`src/rtl/div_sequencer.sv`:
```
// Control stage for the 4-bit restoring divider: launches a Go/operand handshake on a Start edge,
// captures the result, screens divide-by-zero, detects divider timeouts and counts completed operations.
module div_sequencer #(
    parameter int unsigned TIMEOUT_CYCLES = 15,
    parameter int unsigned CNT_W          = 8
) (
    input  logic             i_Clock,
    input  logic             i_Reset,
    input  logic             i_Start,
    input  logic [3:0]       i_Dividend,
    input  logic [3:0]       i_Divisor,
    output logic             o_DivGo,
    output logic [3:0]       o_DivDividend,
    output logic [3:0]       o_DivDivisor,
    input  logic             i_DivValid,
    input  logic [3:0]       i_DivQuotient,
    input  logic [3:0]       i_DivRemainder,
    output logic             o_Busy,
    output logic             o_Done,
    output logic [3:0]       o_QuotOut,
    output logic [3:0]       o_RemOut,
    output logic             o_DivByZero,
    output logic             o_Error,
    output logic [CNT_W-1:0] o_OpCount
);

    typedef enum logic [1:0] {
        S_IDLE,
        S_REQ,
        S_RELEASE,
        S_HOLD
    } state_t;

    localparam logic [7:0] TLAST = 8'(TIMEOUT_CYCLES - 1);

    state_t     r_state;
    logic       r_start_d;
    logic [7:0] r_tcnt;
    logic       w_start_rise;

    assign w_start_rise = i_Start & ~r_start_d;

    always_ff @(posedge i_Clock) begin
        if (i_Reset) begin
            r_state       <= S_IDLE;
            r_start_d     <= 1'b0;
            r_tcnt        <= '0;
            o_DivGo       <= 1'b0;
            o_DivDividend <= '0;
            o_DivDivisor  <= '0;
            o_Busy        <= 1'b0;
            o_Done        <= 1'b0;
            o_QuotOut     <= '0;
            o_RemOut      <= '0;
            o_DivByZero   <= 1'b0;
            o_Error       <= 1'b0;
            o_OpCount     <= '0;
        end else begin
            // Edge history is tracked in every state so edges seen while busy are consumed, not queued.
            r_start_d <= i_Start;
            case (r_state)
                S_IDLE, S_HOLD: begin
                    if (w_start_rise) begin
                        o_Error <= 1'b0;
                        if (i_Divisor == '0) begin
                            r_state     <= S_HOLD;
                            o_Done      <= 1'b1;
                            o_QuotOut   <= '1;
                            o_RemOut    <= i_Dividend;
                            o_DivByZero <= 1'b1;
                            o_OpCount   <= o_OpCount + CNT_W'(1);
                        end else begin
                            r_state       <= S_REQ;
                            r_tcnt        <= '0;
                            o_DivDividend <= i_Dividend;
                            o_DivDivisor  <= i_Divisor;
                            o_DivGo       <= 1'b1;
                            o_Busy        <= 1'b1;
                            o_Done        <= 1'b0;
                            o_DivByZero   <= 1'b0;
                        end
                    end
                end
                S_REQ: begin
                    if (i_DivValid) begin
                        r_state   <= S_RELEASE;
                        r_tcnt    <= '0;
                        o_DivGo   <= 1'b0;
                        o_QuotOut <= i_DivQuotient;
                        o_RemOut  <= i_DivRemainder;
                        o_OpCount <= o_OpCount + CNT_W'(1);
                    end else if (r_tcnt == TLAST) begin
                        r_state   <= S_RELEASE;
                        r_tcnt    <= '0;
                        o_DivGo   <= 1'b0;
                        o_Error   <= 1'b1;
                        o_QuotOut <= '0;
                        o_RemOut  <= '0;
                    end else begin
                        r_tcnt <= r_tcnt + 8'd1;
                    end
                end
                S_RELEASE: begin
                    if (!i_DivValid) begin
                        r_state <= S_HOLD;
                        o_Busy  <= 1'b0;
                        o_Done  <= 1'b1;
                    end else if (r_tcnt == TLAST) begin
                        r_state <= S_HOLD;
                        o_Busy  <= 1'b0;
                        o_Done  <= 1'b1;
                        o_Error <= 1'b1;
                    end else begin
                        r_tcnt <= r_tcnt + 8'd1;
                    end
                end
                default: r_state <= S_IDLE;
            endcase
        end
    end

endmodule

```
`config.mk`:
```
export PLATFORM = sky130hd
export DESIGN_NAME = div_sequencer
export DESIGN_NICKNAME = d
export VERILOG_FILES = /design/src/rtl/div_sequencer.sv
export SDC_FILE = /design/constraint.sdc
export NUM_CORES = 1
export LEC_CHECK = 0
export ABC_AREA = 1
export CAP_MARGIN = 5
export CORE_AREA = 2 2 96 70
export DETAILED_ROUTE_END_ITERATION = 7
export DIE_AREA = 0 0 98 72
export GPL_ROUTABILITY_DRIVEN = 0
export REMOVE_ABC_BUFFERS = 1
export SETUP_SLACK_MARGIN = 0.2
export SLEW_MARGIN = 10
export SYNTH_ARGS = -nofsm -noshare
export SYNTH_HDL_FRONTEND = slang
export SYNTH_SLANG_ARGS = --single-unit
```
`constraint.sdc`:
```
create_clock -name i_Clock -period 2.2 [get_ports i_Clock]
set_input_delay 0.33 -clock i_Clock [delete_from_list [all_inputs] [get_ports i_Clock]]
set_output_delay 0.33 -clock i_Clock [all_outputs]
set_load 0.03 [all_outputs]
```
# After elaboration in Yosys (flattened, before gate mapping)
# Index checks and enable logic that the tools add are counted.
[word_totals]
mem_bits_rw = 0
regBits = 40
in_bits = 20
romBits = 0
latchBits = 0
mem_count = 0
wordCells = 90
output_inout_bits = 29
[classes]
order_cmp = 0
eq_ne = 13
addsub = 2
n_shift = 0
bitwise = 3
n_div = 0
mul = 0
n_reduce_logical = 15
muxes = 44
[op_table]
columns = ["cell", "n"]
rows = [
  ["$mux W8", 9],
  ["$mux W4", 7],
  ["$pmux W8 S3", 1],
  ["$reduce_and A4 Y1", 5],
  ["$add A8 B1 Y8 const B", 2],
  ["$pmux W4 S2", 2],
  ["$pmux W8 S2", 1],
  ["$ne A2 B2 Y1 const B", 7],
  ["$mux W1", 13],
  ["$mux W2", 6],
  ["$reduce_and A3 Y1", 4],
  ["$eq A8 B4 Y1 const B", 1],
  ["$ne A3 B3 Y1 const B", 2],
  ["$pmux W1 S2", 3],
  ["$pmux W2 S3", 1],
  ["$eq A2 B2 Y1 const B", 2],
  ["$logic_not A4 Y1", 1],
  ["$reduce_bool A2 Y1", 2],
  ["$pmux W1 S3", 1],
  ["$eq A2 B1 Y1 const B", 1],
  ["$logic_not A2 Y1", 1],
  ["$not A1 Y1", 2],
  ["$reduce_and A2 Y1", 1],
  ["$reduce_or A2 Y1", 1],
  ["$and A1 B1 Y1", 1],
]

# Longest topological paths before layout
[logic_depth]
word_depth = 4
ltp_mapped = 12
ltp_nobuf = 12

# Worst setup path before layout
# No wires, ideal clock.
[synth_path]
path_kind = "reg2reg"
startpoint = "reg r_state[0]"
endpoint = "reg o_OpCount[3]"
n_path_buf = 1
required_time_ps = 2130
slack_ps = 632
stages_incl_launch_ff = 11
arrival_ps = 1497
period_less_slack_ps = 1568
setup_time_ps = 70
cell_sequence = "dfxtp_1 -> inv_1 -> ha_1 -> buf_4 -> nand2_2 -> nor2_4 -> nor2_4 -> inv_4 -> nand2_2 -> nand2_1 -> a21oi_1"
[synth_via]
elab_chain_cells = 4
word_cells_on_any_way = 10
cone_classes = "eq/ne (5); mux (1); reduce/logical (4)"
[synth_lines]
columns = ["element", "line", "text"]
rows = [
  ["from (decl)", "36", "state_t r_state;"],
  ["from (signal assigned)", "45", "r_state <= S_IDLE;"],
  ["from (signal assigned)", "66", "r_state <= S_HOLD;"],
  ["from (signal assigned)", "73", "r_state <= S_REQ;"],
  ["$eq A2 B2 Y1 or $logic_not A2 Y1 (tied branches)", "61", "case (r_state)"],
  ["$reduce_or A2 Y1", "61", ""],
  ["$ne A2 B2 Y1 (no line) or $reduce_bool A2 Y1 (tied branches)", "n/a", ""],
  ["$reduce_and A4 Y1 (no line)", "n/a", ""],
  ["to (signal assigned)", "71", "o_OpCount <= o_OpCount + CNT_W'(1);"],
  ["to (signal assigned)", "91", "o_OpCount <= o_OpCount + CNT_W'(1);"],
  ["to (decl)", "24", "output logic [CNT_W-1:0] o_OpCount"],
]
# Parallel ways exist; a longest one is shown, timed or not.
# A chain may end at the register's enable or synchronous reset.

# Worst setup path after layout
[layout_path]
startpoint = "reg r_state[0]"
endpoint = "reg o_OpCount[7]"
# The elaborated chain is that of the path after synthesis.

==> results.py <==
metrics = {
    "run_status": {
        "status": "finished, final reports clean",
    },
    "critical_path": {
        "critPathMaxStageDelay_ps": 500,
        "crit_path_end_kind": "flop",
        "r2r_start": "r_state[0]$_SDFFE_PP0P_",
        "worst_path_max_delay_cell": "ha_1",
        "start_kind": "flop",
        "critPathCapture": "o_OpCount[7]$_SDFFE_PP0P_",
        "crit_fanout": 9,
        "rr_worst_depth": 7,
        "cp.required_ps": 2420,
        "crit_type": "flop to flop",
        "cp.arrival_ps": 2010,
        "rr_endpoint": "o_OpCount[7]$_SDFFE_PP0P_",
        "rrSetupSlack_ps": 410,
        "crit_chain": "ha_1 -> inv_4 -> nor2_2 -> nor2_4 -> a21oi_4 -> nand2_1 -> a21oi_1",
        "crit_start": "r_state[0]$_SDFFE_PP0P_",
    },
    "run": {
        "drv_cap": 0,
    },
    "synth": {
        "synth.cell_area_um2": 2100,
        "ys.warnings.count": 0,
        "syn_inst": 290,
        "avgSynthCellArea_um2": 7.25,
        "synth-seq-area-share": 0.381,
        "ys_seq_elements": 40,
        "synth_cell_types": 31,
    },
    "routing": {
        "wirelength_mm": 4.94,
        "vias_per_cell": 4.56,
        "wl_per_cell_um": 11.8,
        "drc": 0,
        "firstDrtPassIters": 5,
        "vias": 1906,
        "drt_iter0_markers": 77,
        "drtAntennaViolNets": 0,
    },
    "clock_network": {
        "clkSinkCount": 40,
        "clk_path_buf_depth": 2,
        "clock_latency_ps": 290,
        "cts_tree": "done",
        "cts_made_buffers": 5,
        "clk_pin_slew_ps": 80,
        "cts-htree-levels": 2,
        "root_buffer": "clkbuf_8",
    },
    "timing": {
        "slew_headroom": 0.670,
        "finalSetupTns_ps": 0,
        "setup_slack_ps": 413,
        "fin_crit_sh": 0.812,
        "max_clock_freq_mhz": 559,
        "finClkSkew_ps": 6.68,
        "period_needed_ps": 1790,
        "worstMarginPinSlew_ps": 495,
        "rsz0062_at_grt": "no",
        "drv_slew": 0,
        "setup_violations": 0,
        "hold_violations": 0,
    },
    "floorplan": {
        "start_util": 0.345,
        "die_w_um": 98,
        "placementRows": 24,
        "die_h_um": 72,
        "pin_count": 49,
        "core_um2": 6100,
        "die_area_um2": 7060,
    },
    "final_layout": {
        "layout_commonest_cell": "nand2_1",
        "num-nets-final": 366,
        "area_delta_synth_final_pct": 29.7,
        "layout_common_cells": "nand2_1, clkdlybuf4s50_1, dfxtp_1",
        "n_antenna_cell": 0,
        "drive_gt1_frac": 0.109,
    },
    "power_and_ir_drop": {
        "max-vdd-ir-drop_mv": 0.505,
        "p_leak_nw": 1.15,
        "power.density_nw_per_um2": 1090,
    },
    "global_routing": {
        "grt_max_degree": 22,
        "grt_pass1_wl_mm": 8.58,
        "grt_overflow": 0,
        "antenna_found_initial": 0,
        "first_global_vias": 1790,
        "globalRouteTotalUtil": 0.149,
    },
    "placed_design": {
        "portBuffers": 48,
        "dp_slack_ps": 337,
        "detailed_place_hpwl_mm": 3.64,
    },
    "worst_hold_path": {
        "min_path_type": "flop to flop",
    },
}
## where the power goes
| group | total [mW] | switching (mW) | leakage, nW | internal [mW] |
|---|---|---|---|---|
| clock | 0.471 | 0.256 | 0.0400 | 0.215 |
| combinational | 1.52 | 0.989 | 0.780 | 0.536 |
| sequential | 0.991 | 0.108 | 0.326 | 0.884 |
| total | 2.99 | 1.35 | 1.15 | 1.63 |
## flip-flops by register name (all words and copies together) (netlist names)
name           cells
o_DivByZero        1
o_OpCount          8
r_state            2
o_QuotOut          4
o_DivDivisor       4
o_Done             1
o_Error            1
r_start_d          1
o_RemOut           4
o_Busy             1
o_DivGo            1
o_DivDividend      4
r_tcnt             8
## layer usage
metal	up-vias	wire, µm	GRT usage
met3	2	304	0.0414
met2	45	1870	0.202
met5	-	0	0
met4	0	26	0.0324
li1	1023	-	-
met1	836	2740	0.232
## Yosys cell counts
cell | number | area, µm²
nand2_2 | 6 | 37.5
nand4_1 | 5 | 31.3
ha_1 | 6 | 75.1
clkbuf_1 | 3 | 11.3
o21bai_4 | 1 | 18.8
o21ai_0 | 19 | 95.1
nand3_1 | 13 | 65.1
nor3_1 | 2 | 10.0
nor2_1 | 35 | 131
nand2_4 | 4 | 45.0
a21oi_4 | 1 | 16.3
a21oi_2 | 1 | 8.76
buf_6 | 1 | 11.3
nand3_2 | 1 | 10.0
clkbuf_8 | 1 | 13.8
o211ai_1 | 4 | 30.0
nor2_2 | 3 | 18.8
nand2_1 | 64 | 240
a31oi_1 | 1 | 6.26
inv_2 | 3 | 11.3
inv_4 | 2 | 12.5
o21ai_1 | 2 | 10.0
xor2_1 | 5 | 43.8
buf_4 | 2 | 15.0
a211oi_1 | 1 | 7.51
dfxtp_1 | 40 | 801
xnor2_1 | 3 | 26.3
inv_1 | 31 | 116
nor2_4 | 5 | 56.3
a21oi_1 | 24 | 120
nand3b_1 | 1 | 7.51
## cell families after synthesis
logic type	after synthesis	share of synthesized area
buffers and inverters	43	0.0910
AO/OA/AOI/OAI	54	0.149
XOR/XNOR	8	0.0333
adder cells (fa/ha/maj)	6	0.0357
flip-flops	40	0.381
AND/OR/NAND/NOR	139	0.311
## cell type report
cell class / count / area (µm²)
clock buffers: 5 / 68.8
well taps: 78 / 97.6
clock inverters: 2 / 12.5
multi-input cells: 207 / 1110
fillers: 602 / 3370
inverters: 36 / 140
repair buffers: 50 / 495
flip-flops and latches: 40 / 801
## metrics by stage
step	std cells	hold slack, ps	utilization	power, mW	instance area [µm²]
after floorplan	283	399	-	2.03	2050
after global placement	411	449	0.434	2.52	2650
after detailed placement	411	455	0.434	2.51	2650
after CTS	418	468	0.447	3.00	2730
after global routing	418	500	0.448	3.21	2730
final	418	463	0.448	2.99	2730
## worst min-delay path by stage
stage               depth (start not counted)                 start              endpoint  slack [ps]
floorplan                                   1               i_Reset   o_Busy$_SDFFE_PP0P_         400
global placement                            2  o_DivGo$_SDFFE_PP0P_  o_DivGo$_SDFFE_PP0P_         450
detailed placement                          2   o_Busy$_SDFFE_PP0P_   o_Busy$_SDFFE_PP0P_         460
CTS                                         2   o_Busy$_SDFFE_PP0P_   o_Busy$_SDFFE_PP0P_         470
global route                                2  o_DivGo$_SDFFE_PP0P_  o_DivGo$_SDFFE_PP0P_         500
finish                                      2  o_DivGo$_SDFFE_PP0P_  o_DivGo$_SDFFE_PP0P_         460
## worst max-delay path, delay by kind of cell (launching register included)
family,cells,cell delay [ps]
AOI/OAI and AO/OA,2,380
DFF,1,410
buffers and inverters,1,90
adders and majority gates,1,500
and+or+nand+nor,3,340
## timing repair
item,in CTS,in global routing
buffers inserted,0,0
hold buffers,0,0
setup endpoints to repair,0,6
gates resized for setup,0,1
Note: power is estimated with default switching activity, not from simulation.
